## config.mk

```make
export PLATFORM = sky130hd
export DESIGN_NAME = nx_indirect_access_initiator
export DESIGN_NICKNAME = d
export VERILOG_FILES = /design/src/rtl/nx_indirect_access_initiator.sv
export SDC_FILE = /design/constraint.sdc
export NUM_CORES = 1
export LEC_CHECK = 0
export BUFFER_PORTS_ARGS = -buffer_cell sky130_fd_sc_hd__clkbuf_2
export CAP_MARGIN = 10
export CORE_MARGIN = 2
export CORE_UTILIZATION = 30
export CTS_CLUSTER_DIAMETER = 200
export DETAILED_ROUTE_END_ITERATION = 6
export SETUP_SLACK_MARGIN = 0.4
export SYNTH_ARGS = -nofsm -noshare
export SYNTH_HDL_FRONTEND = slang
export SYNTH_SLANG_ARGS = --single-unit
export TNS_END_PERCENT = 1
```

## constraint.sdc

```tcl
create_clock -name clk -period 2.5 [get_ports clk]
set_clock_uncertainty 0.1 [all_clocks]
set_input_delay 0.25 -clock clk [delete_from_list [all_inputs] [get_ports clk]]
set_output_delay 0.25 -clock clk [all_outputs]
set_load 0.05 [all_outputs]
```

## src/rtl/nx_indirect_access_initiator.sv

```systemverilog
// -----------------------------------------------------------------------------
// nx_indirect_access_initiator
//
// Master-side sequencer for the indirect register-array access protocol.
// One entry-level request from a local agent is turned into a short series of
// CSR-bus transactions towards the target block:
//   data register write (WR only) -> command register write ->
//   status register polls until not busy -> data register read (RD, RDY only)
// The final status code and any read data are returned as a one-cycle response.
//
// Ports
//   clk         in   1             clock
//   reset       in   1             synchronous active-high reset
//   req_valid   in   1             request present
//   req_ready   out  1             initiator idle; accept on valid & ready
//   req_op      in   4             4'h0 WR, 4'h1 RD, others forwarded unchanged
//   req_addr    in   N_ENTRY_BITS  entry index
//   req_wdat    in   32            write data (WR only)
//   rsp_valid   out  1             one-cycle response pulse
//   rsp_code    out  3             final status code (7 = poll timeout)
//   rsp_rdat    out  32            read data (RD with RDY), else 0
//   csr_addr    out  11            CSR address, held until ack
//   csr_wr_stb  out  1             one-cycle write strobe
//   csr_rd_stb  out  1             one-cycle read strobe
//   csr_wr_dat  out  32            CSR write data, held until ack
//   csr_ack     in   1             target acknowledge, >=1 cycle after strobe
//   csr_rd_dat  in   32            read data, valid with csr_ack after a read
// -----------------------------------------------------------------------------
module nx_indirect_access_initiator #(
    parameter logic [10:0] CMND_ADDRESS = 11'h454,
    parameter logic [10:0] STAT_ADDRESS = 11'h44C,
    parameter logic [10:0] DATA_ADDRESS = 11'h450,
    parameter int          N_ENTRY_BITS = 5,
    parameter int          POLL_MAX     = 16
) (
    input  logic                    clk,
    input  logic                    reset,
    input  logic                    req_valid,
    output logic                    req_ready,
    input  logic [3:0]              req_op,
    input  logic [N_ENTRY_BITS-1:0] req_addr,
    input  logic [31:0]             req_wdat,
    output logic                    rsp_valid,
    output logic [2:0]              rsp_code,
    output logic [31:0]             rsp_rdat,
    output logic [10:0]             csr_addr,
    output logic                    csr_wr_stb,
    output logic                    csr_rd_stb,
    output logic [31:0]             csr_wr_dat,
    input  logic                    csr_ack,
    input  logic [31:0]             csr_rd_dat
);

    localparam int         CNT_W    = $clog2(POLL_MAX + 1);
    localparam logic [3:0] OP_WR    = 4'h0;
    localparam logic [3:0] OP_RD    = 4'h1;
    localparam logic [2:0] CODE_RDY = 3'd0;
    localparam logic [2:0] CODE_BSY = 3'd1;
    localparam logic [2:0] CODE_TMO = 3'd7;

    typedef enum logic [2:0] {
        S_IDLE    = 3'd0,
        S_WR_DATA = 3'd1,
        S_WR_CMND = 3'd2,
        S_POLL    = 3'd3,
        S_RD_DATA = 3'd4,
        S_RESP    = 3'd5
    } state_t;

    // Command word: opcode in the top nibble, entry index in the low bits.
    function automatic logic [31:0] cmd_word(input logic [3:0]              op,
                                             input logic [N_ENTRY_BITS-1:0] idx);
        cmd_word = {op, 28'd0} | 32'(idx);
    endfunction

    state_t                  state_q, state_d;
    logic [3:0]              op_q, op_d;
    logic [N_ENTRY_BITS-1:0] addr_q, addr_d;
    logic [31:0]             wdat_q, wdat_d;
    logic [CNT_W-1:0]        poll_cnt_q, poll_cnt_d;
    logic                    outstanding_q, outstanding_d;
    logic                    req_ready_q, req_ready_d;
    logic                    rsp_valid_q, rsp_valid_d;
    logic [2:0]              rsp_code_q, rsp_code_d;
    logic [31:0]             rsp_rdat_q, rsp_rdat_d;
    logic [10:0]             csr_addr_q, csr_addr_d;
    logic                    csr_wr_stb_q, csr_wr_stb_d;
    logic                    csr_rd_stb_q, csr_rd_stb_d;
    logic [31:0]             csr_wr_dat_q, csr_wr_dat_d;

    logic                    ack_ok_s;
    logic [2:0]              stat_code_s;
    logic [CNT_W-1:0]        poll_next_s;

    // An ack only counts while a strobe is outstanding and not in the strobe
    // cycle itself; this also drops acks that outlive a reset.
    assign ack_ok_s    = outstanding_q & csr_ack & ~csr_wr_stb_q & ~csr_rd_stb_q;
    assign stat_code_s = csr_rd_dat[31:29];
    // Saturating increment so the poll counter never wraps.
    assign poll_next_s = (poll_cnt_q == CNT_W'(POLL_MAX)) ? poll_cnt_q
                                                           : poll_cnt_q + CNT_W'(1);

    // State and datapath registers with synchronous reset.
    always_ff @(posedge clk) begin
        if (reset) begin
            state_q       <= S_IDLE;
            op_q          <= 4'h0;
            addr_q        <= '0;
            wdat_q        <= 32'h0;
            poll_cnt_q    <= '0;
            outstanding_q <= 1'b0;
            req_ready_q   <= 1'b1;
            rsp_valid_q   <= 1'b0;
            rsp_code_q    <= 3'd0;
            rsp_rdat_q    <= 32'h0;
            csr_addr_q    <= 11'h0;
            csr_wr_stb_q  <= 1'b0;
            csr_rd_stb_q  <= 1'b0;
            csr_wr_dat_q  <= 32'h0;
        end else begin
            state_q       <= state_d;
            op_q          <= op_d;
            addr_q        <= addr_d;
            wdat_q        <= wdat_d;
            poll_cnt_q    <= poll_cnt_d;
            outstanding_q <= outstanding_d;
            req_ready_q   <= req_ready_d;
            rsp_valid_q   <= rsp_valid_d;
            rsp_code_q    <= rsp_code_d;
            rsp_rdat_q    <= rsp_rdat_d;
            csr_addr_q    <= csr_addr_d;
            csr_wr_stb_q  <= csr_wr_stb_d;
            csr_rd_stb_q  <= csr_rd_stb_d;
            csr_wr_dat_q  <= csr_wr_dat_d;
        end
    end

    // Next-state logic for the access sequence.
    always_comb begin
        state_d = state_q;
        case (state_q)
            S_IDLE: begin
                if (req_valid) begin
                    if (req_op == OP_WR) begin
                        state_d = S_WR_DATA;
                    end else begin
                        state_d = S_WR_CMND;
                    end
                end else begin
                    state_d = S_IDLE;
                end
            end
            S_WR_DATA: begin
                if (ack_ok_s) begin
                    state_d = S_WR_CMND;
                end else begin
                    state_d = S_WR_DATA;
                end
            end
            S_WR_CMND: begin
                if (ack_ok_s) begin
                    state_d = S_POLL;
                end else begin
                    state_d = S_WR_CMND;
                end
            end
            S_POLL: begin
                if (ack_ok_s) begin
                    if (stat_code_s == CODE_BSY) begin
                        if (poll_next_s < CNT_W'(POLL_MAX)) begin
                            state_d = S_POLL;
                        end else begin
                            state_d = S_RESP;
                        end
                    end else if ((stat_code_s == CODE_RDY) && (op_q == OP_RD)) begin
                        state_d = S_RD_DATA;
                    end else begin
                        state_d = S_RESP;
                    end
                end else begin
                    state_d = S_POLL;
                end
            end
            S_RD_DATA: begin
                if (ack_ok_s) begin
                    state_d = S_RESP;
                end else begin
                    state_d = S_RD_DATA;
                end
            end
            S_RESP:  state_d = S_IDLE;
            default: state_d = S_IDLE;
        endcase
    end

    // Output/datapath next values. Strobes are launched on the transition into
    // each bus phase (or re-poll) so they appear the cycle after accept/ack.
    always_comb begin
        op_d          = op_q;
        addr_d        = addr_q;
        wdat_d        = wdat_q;
        poll_cnt_d    = poll_cnt_q;
        outstanding_d = outstanding_q;
        rsp_valid_d   = 1'b0;
        rsp_code_d    = rsp_code_q;
        rsp_rdat_d    = rsp_rdat_q;
        csr_addr_d    = csr_addr_q;
        csr_wr_stb_d  = 1'b0;
        csr_rd_stb_d  = 1'b0;
        csr_wr_dat_d  = csr_wr_dat_q;
        req_ready_d   = (state_d == S_IDLE);

        if (ack_ok_s) begin
            outstanding_d = 1'b0;
        end else begin
            outstanding_d = outstanding_q;
        end

        case (state_q)
            S_IDLE: begin
                if (req_valid) begin
                    op_d          = req_op;
                    addr_d        = req_addr;
                    wdat_d        = req_wdat;
                    rsp_rdat_d    = 32'h0;
                    outstanding_d = 1'b1;
                    csr_wr_stb_d  = 1'b1;
                    if (req_op == OP_WR) begin
                        csr_addr_d   = DATA_ADDRESS;
                        csr_wr_dat_d = req_wdat;
                    end else begin
                        csr_addr_d   = CMND_ADDRESS;
                        csr_wr_dat_d = cmd_word(req_op, req_addr);
                    end
                end else begin
                    outstanding_d = outstanding_q;
                end
            end
            S_WR_DATA: begin
                if (ack_ok_s) begin
                    outstanding_d = 1'b1;
                    csr_wr_stb_d  = 1'b1;
                    csr_addr_d    = CMND_ADDRESS;
                    csr_wr_dat_d  = cmd_word(op_q, addr_q);
                end else begin
                    csr_wr_stb_d  = 1'b0;
                end
            end
            S_WR_CMND: begin
                if (ack_ok_s) begin
                    poll_cnt_d    = '0;
                    outstanding_d = 1'b1;
                    csr_rd_stb_d  = 1'b1;
                    csr_addr_d    = STAT_ADDRESS;
                    csr_wr_dat_d  = 32'h0;
                end else begin
                    csr_rd_stb_d  = 1'b0;
                end
            end
            S_POLL: begin
                if (ack_ok_s) begin
                    poll_cnt_d = poll_next_s;
                    case (state_d)
                        S_POLL: begin
                            outstanding_d = 1'b1;
                            csr_rd_stb_d  = 1'b1;
                            csr_addr_d    = STAT_ADDRESS;
                        end
                        S_RD_DATA: begin
                            outstanding_d = 1'b1;
                            csr_rd_stb_d  = 1'b1;
                            csr_addr_d    = DATA_ADDRESS;
                        end
                        S_RESP: begin
                            rsp_valid_d = 1'b1;
                            if (stat_code_s == CODE_BSY) begin
                                rsp_code_d = CODE_TMO;
                            end else begin
                                rsp_code_d = stat_code_s;
                            end
                        end
                        default: begin
                            rsp_valid_d = 1'b0;
                        end
                    endcase
                end else begin
                    poll_cnt_d = poll_cnt_q;
                end
            end
            S_RD_DATA: begin
                if (ack_ok_s) begin
                    rsp_valid_d = 1'b1;
                    rsp_code_d  = CODE_RDY;
                    rsp_rdat_d  = csr_rd_dat;
                end else begin
                    rsp_valid_d = 1'b0;
                end
            end
            S_RESP: begin
                rsp_valid_d = 1'b0;
            end
            default: begin
                rsp_valid_d = 1'b0;
            end
        endcase
    end

    assign req_ready  = req_ready_q;
    assign rsp_valid  = rsp_valid_q;
    assign rsp_code   = rsp_code_q;
    assign rsp_rdat   = rsp_rdat_q;
    assign csr_addr   = csr_addr_q;
    assign csr_wr_stb = csr_wr_stb_q;
    assign csr_rd_stb = csr_rd_stb_q;
    assign csr_wr_dat = csr_wr_dat_q;

endmodule
```

==> impl_metrics.csv <==
group,metric,value,unit
floorplan,die_x,119,um
logic_synthesis,synthAdderAreaFrac,0.631,%
floorplan,die_y,119,um
global_routing,grt_use_total,16.2,%
logic_synthesis,synth_cells,493,
drt,wl,11500,um
logic_synthesis,synth_xor_area_share,0.883,%
placement,dp_cells,793,
timing,finalSetupViolations,0,
pwr,finalPower,3580,uW
pwr,p_comb_share,16.2,%
final_layout,drive_gt1_share,34.0,%
setup_path,startpoint_type,"flip-flop",
logic_synthesis,synth-compound-area-share,21.4,%
global_routing,grt_start_max_net_pins,42,
final_layout,layout_common_cells,"clkbuf_2, a21oi_1, dfxtp_1",
clock_network,cts_buffer_depth,2,
drt,vias_per_cell,4.93,
setup_path,endpoint_kind,"flip-flop",
pwr,power.switching,1030,uW
clock_network,cts_tree,"built",
drt,first_pass_iters,4,
global_routing,overflow,0,
min_path,hp-class,"input pin to flip-flop",
clock_network,cts.sinks,93,
final_layout,fin_area,5300,um2
floorplan,std_cell_rows,42,
placement,io_buffers,152,
logic_synthesis,netlist_area,3970,um2
placement,place_hpwl,8170,um
placement,routabilityCongestion,0.845,
logic_synthesis,synth.avg_cell_area,8.05,um2
drt,drt_iter0_markers,178,
timing,worstMarginPinSlew,0.660,ns
pwr,irDropWorstVdd,281,uV
logic_synthesis,synth-simple-area-share,22.2,%
logic_synthesis,synth.area.mux_share,1.17,%
final_layout,seqCellArea,1870,um2
setup_path,critPathMaxFanout,4,
drt,detail-route-antenna-nets,0,
setup_path,required,2.66,ns
timing,finalCriticalPeriod,2.07,ns
setup_path,crit_arrival,2.22,ns
clock_network,cts_buffers,9,
pwr,p_leak,0.00216,uW
floorplan,die-area,14200,um2
logic_synthesis,synth_flop_cell,"dfxtp_1",
global_routing,grt_pass1_wl,18500,um
clock_network,cts_root_buf,"clkbuf_16",
final_layout,layout.cells.non_filler,815,
timing,slew_viol_final,0,
final_layout,layout.nets,713,
clock_network,clkTransAtPathRegs,0.07,ns
placement,placedInstanceArea,4880,um2
placement,post-place-ws,0.308,ns
floorplan,io_pins,159,
logic_synthesis,synth_edf_count,0,
timing,setup_tns,0,ns
drt,vias,4018,
timing,hold_viol,0,
clock_network,clk_latency,0.34,ns
pwr,swShare,28.7,%
timing,max_freq,484,MHz
floorplan,initial_core_util,30.3,%
floorplan,design.core.area,13100,um2
pwr,seq_power_share,43.7,%
run,cap_viol_max_count,0,
final_layout,n_antenna_cell,0,
pwr,p_int,2550,uW
final_layout,final_common_cell,"clkbuf_2",
pwr,cellPowerDensity,676,nW/um2
drt,routedWlPerCell,14.1,um
setup_path,critical_path_class,"flip-flop to flip-flop",
global_routing,grt_pass1_vias,3777,
final_layout,area_growth,33.7,%
final_layout,multi_input_area,1930,um2
global_routing,antenna_found_initial,0,
logic_synthesis,synthDistinctLibCells,53,
logic_synthesis,async_reset_ff_share,0,%
logic_synthesis,ys_warn_count,0,
final_layout,n_fill_cell,1330,
drt,drc,0,
logic_synthesis,ys_seq_elements,93,
timing,slew_headroom,55.8,%
clock_network,cts_max_level,3,
timing,period_share,82.6,%
logic_synthesis,synth_top_family_by_area,"simple AND/OR/NAND/NOR gates",
logic_synthesis,ys_seq_area_share,46.9,%
pwr,clock_power_share,40.1,%
timing,grt_setup_unrepaired,"yes",
run_status,status,"completed",
timing,worst_slack,0.435,ns
[synth_stat cells (all sizes together), types with 3 or more instances]
| cell type | n | area [um2] |
|---|---|---|
| o21ai | 29 | 149 |
| a211oi | 11 | 92.6 |
| nor3b | 3 | 27.5 |
| nor2b | 4 | 25.0 |
| nor4 | 4 | 31.3 |
| a31oi | 4 | 25.0 |
| a21oi | 89 | 445 |
| buf | 18 | 126 |
| nand2 | 69 | 259 |
| and2 | 4 | 25.0 |
| nor2 | 30 | 113 |
| inv | 9 | 33.8 |
| xnor2 | 3 | 26.3 |
| nand3 | 57 | 285 |
| dfxtp | 93 | 1860 |
| clkbuf | 28 | 105 |
| or2 | 3 | 18.8 |
[per-stage QoR]
step	hold slack (ns)	util, %
global placement	0.339	37.3
floorplan	0.286	-
finish	0.0377	40.5
global route	0.0229	40.5
CTS	0.0190	39.7
detailed placement	0.344	37.3
[worst paths after layout]
check / start / end / slack [ns] / cells past startpoint
worst max-delay path: op_q[3] / csr_rd_stb / 0.43 / 6
worst min-delay path: req_wdat[8] / csr_wr_dat[8] / 0.04 / 3
worst max register to register: op_q[3] / csr_rd_stb / 0.43 / 6
worst min register to register: rsp_rdat[5] / rsp_rdat[5] / 0.35 / 2
[layout make-up]
class,instances,share of cell area (%)
tap,176,4.15
timing repair buffer,171,17.6
clock inverter,5,1.23
multi-input combinational,350,36.3
sequential,93,35.3
inverter,9,0.637
clock buffer,11,4.77
[registers in the layout (all words and copies together) (netlist names), 3 cells and up]
signal and count:
csr_addr 4, state_q 3, csr_wr_dat 32, rsp_code 3, op_q 4, rsp_rdat 32, addr_q 5, poll_cnt_q 5
[critical path: stages (launching register included)]
cell	delay (ns)
dfxtp_1	0.35
nor4_1	0.37
nand4_1	0.12
buf_4	0.19
a211oi_4	0.31
mux2_4	0.34
a211oi_2	0.20
[kinds of logic (layout without fill, tap and decap cells)]
family,count (synthesis),in the layout
and+or+nand+nor,186,186
AOI/OAI and AO/OA,148,148
DFF,93,93
buffers and inverters,55,196
xor gates and xnor gates,4,4
muxes,4,4
adders and majority gates,2,2
other,1,6
[per-layer routing]
metal	track usage [%]	wire length (um)	up-vias
met2	26.0	5510	131
met5	0	0	-
li1	-	-	1993
met3	4.84	727	16
met1	20.4	5030	1878
met4	6.10	217	0
[power by group through the flow]
stage                     clock network (uW)  registers, uW  logic, uW
after floorplan                            0           1700        289
final                                   1440           1570        580
after CTS                               1490           1570        563
after global placement                     0           1600        555
after global routing                    1560           1570        629
after detailed placement                   0           1600        561
[repair_timing]
item,4_1_cts,5_1_grt
pin swaps,0,5
hold buffers,0,0
buffers inserted,0,6
setup endpoints to repair,27,58
gates resized for setup,2,14
Note: power is estimated with default switching activity, not from simulation.
